<file path="config.mk">
export PLATFORM = sky130hd
export DESIGN_NAME = booth_mult_16bit_seq_flat
export DESIGN_NICKNAME = d
export VERILOG_FILES = /design/src/rtl/booth_mult_16bit_seq_if.sv /design/src/rtl/booth_mult_16bit_seq.sv /design/src/flat_wrapper.sv
export SDC_FILE = /design/constraint.sdc
export NUM_CORES = 1
export LEC_CHECK = 0
export BUFFER_PORTS_ARGS = -buffer_cell sky130_fd_sc_hd__buf_2
export CORE_MARGIN = 2
export CORE_UTILIZATION = 54
export CTS_CLUSTER_DIAMETER = 60
export CTS_CLUSTER_SIZE = 20
export DETAILED_ROUTE_END_ITERATION = 16
export PLACE_DENSITY = 0.87
export SLEW_MARGIN = 40
export SYNTH_ARGS = -nofsm -noshare
export SYNTH_HDL_FRONTEND = slang
export SYNTH_SLANG_ARGS = --single-unit
</file>
<file path="constraint.sdc">
create_clock -name clk -period 2.6 [get_ports clk]
set_clock_uncertainty 0.05 [all_clocks]
set_input_delay 0.13 -clock clk [delete_from_list [all_inputs] [get_ports clk]]
set_output_delay 0.13 -clock clk [all_outputs]
set_load 0.01 [all_outputs]
</file>
<file path="src/rtl/booth_mult_16bit_seq_if.sv">
// rtl/booth_mult_16bit_seq_if.sv - operand/product handshake bundle for booth_mult_16bit_seq
interface booth_mult_16bit_seq_if;
    logic        in_valid;
    logic        in_ready;
    logic [15:0] in_mcand;
    logic [15:0] in_mplier;
    logic        out_valid;
    logic        out_ready;
    logic [31:0] out_prod;

    modport master (
        output in_valid, in_mcand, in_mplier, out_ready,
        input  in_ready, out_valid, out_prod
    );

    modport slave (
        input  in_valid, in_mcand, in_mplier, out_ready,
        output in_ready, out_valid, out_prod
    );
endinterface

</file>
<file path="src/rtl/booth_mult_16bit_seq.sv">
// rtl/booth_mult_16bit_seq.sv - radix-2 Booth 16x16 signed multiplier, one step per clock
// Uses an external combinational adder; overflow-corrected sign keeps the 17th bit exact.
module booth_mult_16bit_seq (
    input  logic                         clk,
    input  logic                         rst_n,
    booth_mult_16bit_seq_if.slave        bus,
    output logic [15:0]                  add_a,
    output logic [15:0]                  add_b,
    output logic                         add_ctrl,
    input  logic [15:0]                  add_sum
);
    typedef enum logic [1:0] {
        IDLE = 2'd0,
        RUN  = 2'd1,
        DONE = 2'd2
    } state_t;

    state_t      r_state;
    state_t      w_state_next;
    logic [15:0] r_hi;
    logic [15:0] r_lo;
    logic [15:0] r_mreg;
    logic        r_qm1;
    logic [3:0]  r_cnt;
    logic [31:0] r_prod;

    logic [15:0] w_n;
    logic [15:0] w_hi_next;
    logic [15:0] w_lo_next;
    logic        w_v;
    logic        w_s;
    logic        w_add_ctrl;
    logic        w_accept;
    logic        w_last;

    assign add_a         = r_hi;
    assign add_b         = r_mreg;
    assign add_ctrl      = w_add_ctrl;
    assign bus.in_ready  = (r_state == IDLE);
    assign bus.out_valid = (r_state == DONE);
    assign bus.out_prod  = r_prod;
    assign w_accept      = bus.in_valid && (r_state == IDLE);
    assign w_last        = (r_cnt == 4'd15);

    // Booth step: V recovers the lost 17th bit so the arithmetic shift keeps the true sign.
    always_comb begin
        w_add_ctrl = 1'b0;
        w_n        = r_hi;
        w_v        = 1'b0;
        if (r_state == RUN) begin
            case ({r_lo[0], r_qm1})
                2'b01: begin
                    w_n = add_sum;
                    w_v = (r_hi[15] == r_mreg[15]) && (add_sum[15] != r_hi[15]);
                end
                2'b10: begin
                    w_add_ctrl = 1'b1;
                    w_n        = add_sum;
                    w_v        = (r_hi[15] != r_mreg[15]) && (add_sum[15] != r_hi[15]);
                end
                default: ;
            endcase
        end
        w_s       = w_n[15] ^ w_v;
        w_hi_next = {w_s, w_n[15:1]};
        w_lo_next = {w_n[0], r_lo[15:1]};
    end

    always_comb begin
        w_state_next = r_state;
        case (r_state)
            IDLE:    if (w_accept)      w_state_next = RUN;
            RUN:     if (w_last)        w_state_next = DONE;
            DONE:    if (bus.out_ready) w_state_next = IDLE;
            default:                    w_state_next = IDLE;
        endcase
    end

    always_ff @(posedge clk) begin
        if (!rst_n) begin
            r_state <= IDLE;
            r_hi    <= 16'd0;
            r_lo    <= 16'd0;
            r_mreg  <= 16'd0;
            r_qm1   <= 1'b0;
            r_cnt   <= 4'd0;
            r_prod  <= 32'd0;
        end else begin
            r_state <= w_state_next;
            case (r_state)
                IDLE: begin
                    if (w_accept) begin
                        r_mreg <= bus.in_mcand;
                        r_hi   <= 16'd0;
                        r_lo   <= bus.in_mplier;
                        r_qm1  <= 1'b0;
                        r_cnt  <= 4'd0;
                    end
                end
                RUN: begin
                    r_hi  <= w_hi_next;
                    r_lo  <= w_lo_next;
                    r_qm1 <= r_lo[0];
                    r_cnt <= r_cnt + 4'd1;
                    if (w_last) begin
                        r_prod <= {w_hi_next, w_lo_next};
                    end
                end
                default: ;
            endcase
        end
    end
endmodule
</file>
<file path="src/flat_wrapper.sv">
// flat-port wrapper written by rule: the top's interface ports become plain ports
module booth_mult_16bit_seq_flat 
  (clk, rst_n, add_a, add_b, add_ctrl, add_sum, bus_in_valid, bus_in_mcand, bus_in_mplier, bus_out_ready, bus_in_ready, bus_out_valid, bus_out_prod);
  booth_mult_16bit_seq_if bus_i ();
  input  logic clk;
  input  logic rst_n;
  output logic [15:0] add_a;
  output logic [15:0] add_b;
  output logic add_ctrl;
  input  logic [15:0] add_sum;
  input wire logic [$bits(bus_i.in_valid)-1:0] bus_in_valid;
  input wire logic [$bits(bus_i.in_mcand)-1:0] bus_in_mcand;
  input wire logic [$bits(bus_i.in_mplier)-1:0] bus_in_mplier;
  input wire logic [$bits(bus_i.out_ready)-1:0] bus_out_ready;
  output wire logic [$bits(bus_i.in_ready)-1:0] bus_in_ready;
  output wire logic [$bits(bus_i.out_valid)-1:0] bus_out_valid;
  output wire logic [$bits(bus_i.out_prod)-1:0] bus_out_prod;
  assign bus_i.in_valid = bus_in_valid;
  assign bus_i.in_mcand = bus_in_mcand;
  assign bus_i.in_mplier = bus_in_mplier;
  assign bus_i.out_ready = bus_out_ready;
  assign bus_in_ready = bus_i.in_ready;
  assign bus_out_valid = bus_i.out_valid;
  assign bus_out_prod = bus_i.out_prod;
  booth_mult_16bit_seq u_core (.clk(clk), .rst_n(rst_n), .bus(bus_i), .add_a(add_a), .add_b(add_b), .add_ctrl(add_ctrl), .add_sum(add_sum));
endmodule
</file>
==> results of run 1 <==
==> sequential cells by signal, indices dropped and copies added (netlist names) <==
signal	cells
u_core.add_a	16
u_core.r_state	2
u_core.r_qm1	1
u_core.r_lo	16
u_core.bus.out_prod	32
u_core.add_b	16
u_core.r_cnt	4
==> metrics by stage <==
stage          hold slack [ns]  util [%]  cell area (µm²)
6_report                0.0127      72.6             4660
5_1_grt                 0.0155      72.6             4660
4_1_cts                0.00122      72.5             4650
3_5_place_dp             0.327      64.7             4160
3_3_place_gp             0.320      64.7             4160
2_1_floorplan            0.197         -             3640
==> cell families after synthesis <==
kind of cell / count (synthesis) / synth area share (%)
AOI/OAI and AO/OA: 110 / 19.0
xor gates and xnor gates: 1 / 0.241
adders and majority gates: 2 / 0.687
buffers and inverters: 43 / 6.74
DFF: 87 / 47.8
muxes: 17 / 5.19
and+or+nand+nor: 163 / 20.3
==> cell usage after synthesis, types with 3 or more instances <==
master    number  area share (%)
mux2_2        15             4.6
a311oi_1      16             3.8
nand3_1       19             2.6
inv_1          3            0.31
buf_2         13             1.8
nand2_1       66             6.8
dfxtp_1       87              48
a22oi_1       15             3.1
clkbuf_1      17             1.8
a21oi_1       52             7.1
nor2_1        35             3.6
nor3_1        30             4.1
o21ai_0       16             2.2
buf_6          8             2.5
==> power by group through the flow <==
stage	Sequential (mW)	Combinational, mW	Clock (mW)
3_3_place_gp	1.44	0.300	0
5_1_grt	1.42	0.385	1.13
4_1_cts	1.41	0.342	1.08
6_report	1.42	0.354	1.08
2_1_floorplan	1.45	0.222	0
3_5_place_dp	1.45	0.309	0
==> how the worst min path moves through the flow <==
| stage | to | slack [ns] | cells past startpoint |
|---|---|---|---|
| 2_1_floorplan | u_core.add_a[15]$_SDFFE_PN0P_ | 0.20 | 1 |
| 3_3_place_gp | u_core.add_b[12]$_SDFFE_PN0P_ | 0.32 | 3 |
| 3_5_place_dp | u_core.add_b[14]$_SDFFE_PN0P_ | 0.33 | 3 |
| 4_1_cts | u_core.r_lo[0]$_SDFFE_PN0P_ | 0.001 | 3 |
| 5_1_grt | u_core.r_lo[0]$_SDFFE_PN0P_ | 0.02 | 3 |
| 6_report | u_core.r_lo[2]$_SDFFE_PN0P_ | 0.01 | 3 |
==> cell type report <==
class | instances | share of cell area (%)
multi-input combinational | 293 | 35.7
clock buffer | 10 | 2.95
tap | 77 | 2.07
sequential | 87 | 37.4
timing repair buffer | 153 | 19.8
clock inverter | 6 | 1.96
inverter | 3 | 0.242
==> worst max-delay path, cell delays in order (launching register included) <==
cell     delay (ns)
dfxtp_1        0.34
inv_1          0.05
ha_1           0.81
mux2_2         0.43
nor3_1         0.21
nor3_1         0.07
==> routing by layer <==
| layer | global-route usage, % | share of wire, % |
|---|---|---|
| met1 | 34.4 | 40 |
| met2 | 46.8 | 49 |
| met3 | 7.89 | 7.7 |
| met4 | 12.7 | 3.4 |
| met5 | 0 | 0 |
==> timing repair <==
item / 4_1_cts / 5_1_grt
hold buffers: 27 / 0
setup endpoints to repair: 0 / 0
hold endpoints to repair: 27 / 0
==> qor.yml, run 1 <==
outcome: "completed"
swShare_pct: 26.0
die-width_um: 86.1
final_nets: 601
endpoint: "u_core.bus.out_prod[23]$_SDFFE_PN0P_"
cp_data_required_time_ns: 2.77
yosysWarnings: 0
fillers: 470
ir_worst_vdd_uv: 376
die_area_um2: 7420
critPathMaxFanout: 19
antenna_found_initial: 0
setup_violations: 0
finalCriticalPeriod_ns: 2.10
mostFrequentLayoutCells: "buf_2 (118), dfxtp_1 (87), nand2_1 (66)"
row_count: 29
rrSetupSlack_ns: 0.50
overflow: 0
r2r_start: "u_core.r_qm1$_SDFFE_PN0P_"
cts_setup_buffers: 0
vias: 3660
rsz0062_at_grt: "no"
end_kind: "register"
power_mw: 2.85
critPathArrivalTime_ns: 2.27
async_flop_share_pct: 0
hp-class: "in -> reg"
reg2regPathDepth: 5
cts.path.max_buffers: 2
synth_cell_types: 40
power_frac_seq_pct: 49.8
slew_headroom_pct: 45.7
regArea_um2: 1740
yosysSeqAreaShare_pct: 47.8
ant_nets: 0
globalRouteTotalUtil_pct: 28.3
pwr-share-clk_pct: 37.8
fin_ws_ns: 0.501
synthCells: 423
syn_nets: 477
wl_mm: 10.5
dpl_worst_slack_ns: 0.530
numCtsBuffers: 9
layout_commonest_cell: "buf_2"
dp_cells: 586
clkLatencyLatePin_ns: 0.36
grt_pass1_wl_mm: 16.6
root_buffer: "clkbuf_8"
cap_violations: 0
coreArea_um2: 6420
antenna_cells: 0
period_share_pct: 80.7
cts-resized-gates: 0
synth_ff_type: "dfxtp_1"
initial_core_util_pct: 56.7
worstSetupPathType: "reg -> reg"
power.switching_mw: 0.739
cp-startpoint: "u_core.r_qm1$_SDFFE_PN0P_"
worst-slew-pin-transition_ns: 0.814
fin_tns_setup_ns: 0
regToRegEndpoint: "u_core.bus.out_prod[23]$_SDFFE_PN0P_"
synth-seq-cells: 87
hold_violations: 0
synth_edf_count: 0
multi_input_area_um2: 1660
syn_area_per_cell_um2: 8.61
path_clk_slew_ns: 0.09
route.detailed.drc: 0
dpl.hpwl_mm: 6.46
p_int_mw: 2.11
fp.dieH_um: 86.1
cts_max_level: 3
gp_congestion: 0.816
p_per_area_nw_per_um2: 611
area_delta_synth_final_pct: 28.0
fin_cells: 629
fmax_mhz: 477
syn-cell-area_um2: 3640
post_drt_wl_per_cell_um: 16.8
cts_tree: "done"
drt_iter0_markers: 254
slew_viol_final: 0
boundaryPins: 119
cts_sinks: 87
comb_power_share_pct: 12.4
drt_pass1_iterations: 5
io_buffer_count: 118
min-delay-start: "bus_in_mplier[2]"
drive_above_1_share_pct: 30.3
p_leak_nw: 2.02
start_kind: "register"
vias_per_cell: 5.82
grt_max_degree: 51
grt_pass1_vias: 3465
No activity file was read; power rests on OpenSTA's default activity.
==> inputs of run 2 (changes only) <==
CORE_UTILIZATION = 50   (was 54)
PLACE_DENSITY = 0.82   (was 0.87)
clock period = 1.95 ns   (was 2.6 ns; I/O delays follow)
==> run 2 against run 1 <==
- sequential power is 33% higher
- sequential cell count stayed put
- final cell count is 5.7% higher
- utilization is 4.8 points lower
- first-iteration DRC count is 31% higher
- die area is 7.6% higher
- clock-buffer cell count is 1 lower
- via count is 0.22% lower
- sequential share of layout area is 1.3 points lower
- routed wire length is 2.9% lower
- critical path type is now reg -> out
==> qor.yml, run 2 (same netlist as run 1, synthesis figures left out) <==
outcome: "completed"  # unchanged
swShare_pct: 26.5  # was 26.0%
r2r_start: "u_core.r_qm1$_SDFFE_PN0P_"  # unchanged
p_int_mw: 2.82  # was 2.11 mW
fp.dieH_um: 89.3  # was 86.1 µm
worstSetupPathType: "reg -> out"  # was reg -> reg
ir_worst_vdd_uv: 362  # was 376 µV
wl_met1_mm: 4.20  # was 4.18 mm
root_buffer: "clkbuf_8"  # unchanged
die_area_um2: 7980  # was 7420 µm²
ant_nets: 0  # unchanged
cap_violations: 0  # unchanged
start_kind: "register"  # unchanged
globalRouteTotalUtil_pct: 25.9  # was 28.3%
whs_path_depth: 4  # was 3
slew_headroom_pct: 53.5  # was 45.7%
p_per_area_nw_per_um2: 791  # was 611 nW/µm²
drive_above_1_share_pct: 30.9  # was 30.3%
setup_violations: 0  # unchanged
route.detailed.drc: 0  # unchanged
rsz0062_at_grt: "no"  # unchanged
vias_per_cell: 5.49  # was 5.82
layout_commonest_cell: "buf_2"  # unchanged
overflow: 0  # unchanged
period_share_pct: 93.4
coreArea_um2: 7140  # was 6420 µm²
boundaryPins: 119  # unchanged
critPathMaxFanout: 20  # was 19
min-delay-start: "add_sum[14]"  # was bus_in_mplier[2]
finalCriticalPeriod_ns: 1.82
grt_pass1_wl_mm: 15.9  # was 16.6 mm
dpl.hpwl_mm: 6.42  # was 6.46 mm
largest_reg_flops: 32  # unchanged
slew_viol_final: 0  # unchanged
gp_congestion: 0.868  # was 0.816
worst-slew-pin-transition_ns: 0.698  # was 0.814 ns
vias: 3652  # was 3660
path_clk_slew_ns: 0.09  # about the same
post_drt_wl_per_cell_um: 15.4  # was 16.8 µm
numCtsBuffers: 9  # unchanged
row_count: 31  # was 29
wl_met3_um: 682  # was 815 µm
end_kind: "primary output"  # was register
hp-class: "in -> reg"  # unchanged
wl_mm: 10.2  # was 10.5 mm
die-width_um: 89.3  # was 86.1 µm
placed_area_um2: 4270  # was 4160 µm²
p_leak_nw: 2.09  # was 2.02 nW
mostFrequentLayoutCells: "buf_2 (118), dfxtp_1 (86), nand2_1 (66)"  # was buf_2 (118), dfxtp_1 (87), nand2_1 (66)
power.switching_mw: 1.01  # was 0.739 mW
drt_pass1_iterations: 5  # unchanged
io_buffer_count: 118  # unchanged
reg2regPathDepth: 6  # was 5
cts_max_level: 3  # unchanged
antenna_found_initial: 0  # unchanged
finalInstanceArea_um2: 4840  # was 4660 µm²
cts.path.max_buffers: 2  # unchanged
rrSetupSlack_ns: 0.23  # was 0.50 ns
initial_core_util_pct: 51.0  # was 56.7%
fmax_mhz: 549
comb_power_share_pct: 13.4  # was 12.4%
cts_sinks: 87  # unchanged
wl_met2_mm: 5.06  # was 5.19 mm
grt_pass1_vias: 3353  # was 3465
top_layer: "met4"  # unchanged
antenna_cells: 0  # unchanged
power_frac_seq_pct: 49.3  # was 49.8%
clkLatencyLatePin_ns: 0.37  # was 0.36 ns
pwr-share-clk_pct: 37.3  # was 37.8%
final_nets: 615  # was 601
hold_violations: 0  # unchanged
cts_tree: "done"  # unchanged
fin_ws_ns: 0.128  # was 0.501 ns
dpl_worst_slack_ns: 0.224  # was 0.530 ns
critPathArrivalTime_ns: 1.67  # was 2.27 ns
area_delta_synth_final_pct: 32.9  # was 28.0%
cp_data_required_time_ns: 1.80  # was 2.77 ns
cts_setup_buffers: 0  # unchanged
hold_end: "u_core.add_a[13]$_SDFFE_PN0P_"  # was u_core.r_lo[2]$_SDFFE_PN0P_
grt_max_degree: 43  # was 51
fin_tns_setup_ns: 0  # unchanged
drt_iter0_markers: 334  # was 254
regToRegEndpoint: "u_core.add_a[15]$_SDFFE_PN0P_"  # was u_core.bus.out_prod[23]$_SDFFE_PN0P_
==> run 2: area by class of cell <==
cell class,count,area (µm²)
multi-input combinational,293,1660
clock inverter,7,101
clock buffer,9,124
tap,99,124
timing repair buffer,167,1080
sequential,87,1740
fill,600,2300
inverter,3,11.3
==> run 2: power by group through the flow <==
| stage | sequential, mW | combinational, mW | clock (mW) |
|---|---|---|---|
| 2_1_floorplan | 1.93 | 0.296 | 0 |
| 4_1_cts | 1.88 | 0.502 | 1.44 |
| 6_report | 1.89 | 0.514 | 1.43 |
| 3_5_place_dp | 1.92 | 0.449 | 0 |
| 5_1_grt | 1.89 | 0.559 | 1.51 |
| 3_3_place_gp | 1.92 | 0.438 | 0 |
==> run 2: how the worst max path moves through the flow <==
| stage | slack [ns] | depth (start not counted) | endpoint | from |
|---|---|---|---|---|
| final | 0.13 | 4 | add_ctrl | u_core.r_state[1]$_SDFFE_PN0P_ |
| after global routing | 0.06 | 4 | add_ctrl | u_core.r_state[1]$_SDFFE_PN0P_ |
| after CTS | 0.02 | 4 | add_ctrl | u_core.r_state[1]$_SDFFE_PN0P_ |
| after detailed placement | 0.22 | 6 | u_core.add_a[15]$_SDFFE_PN0P_ | u_core.r_qm1$_SDFFE_PN0P_ |
| after global placement | 0.30 | 6 | u_core.add_a[15]$_SDFFE_PN0P_ | u_core.r_qm1$_SDFFE_PN0P_ |
| after floorplan | 0.24 | 7 | u_core.add_a[15]$_SDFFE_PN0P_ | u_core.r_qm1$_SDFFE_PN0P_ |
==> run 2: per-layer routing <==
layer | track usage, % | vias to the layer above
li1 | - | 1764
met1 | 30.3 | 1709
met2 | 44.0 | 148
met3 | 7.48 | 31
met4 | 11.8 | 0
met5 | 0 | -
==> run 2: metrics by stage <==
stage	hold slack (ns)	total power [mW]	instances	util, %
floorplan	0.164	2.23	423	-
global placement	0.290	2.36	615	59.9
detailed placement	0.296	2.37	615	59.9
CTS	0.0643	3.82	665	67.8
global route	0.0892	3.96	665	67.8
finish	0.0645	3.83	665	67.8
==> run 2: worst max-delay path, stage by stage (launching register included) <==
cell and delay (ns):
dfxtp_2 0.45, and2b_2 0.36, buf_12 0.20, and2_1 0.15, buf_2 0.13
==> run 2: timing repair <==
action                                  in CTS  in global routing
resized for setup                            0                  1
hold endpoints to repair                    35                  0
hold buffers                                34                  0
endpoints found under the setup margin       0                  1
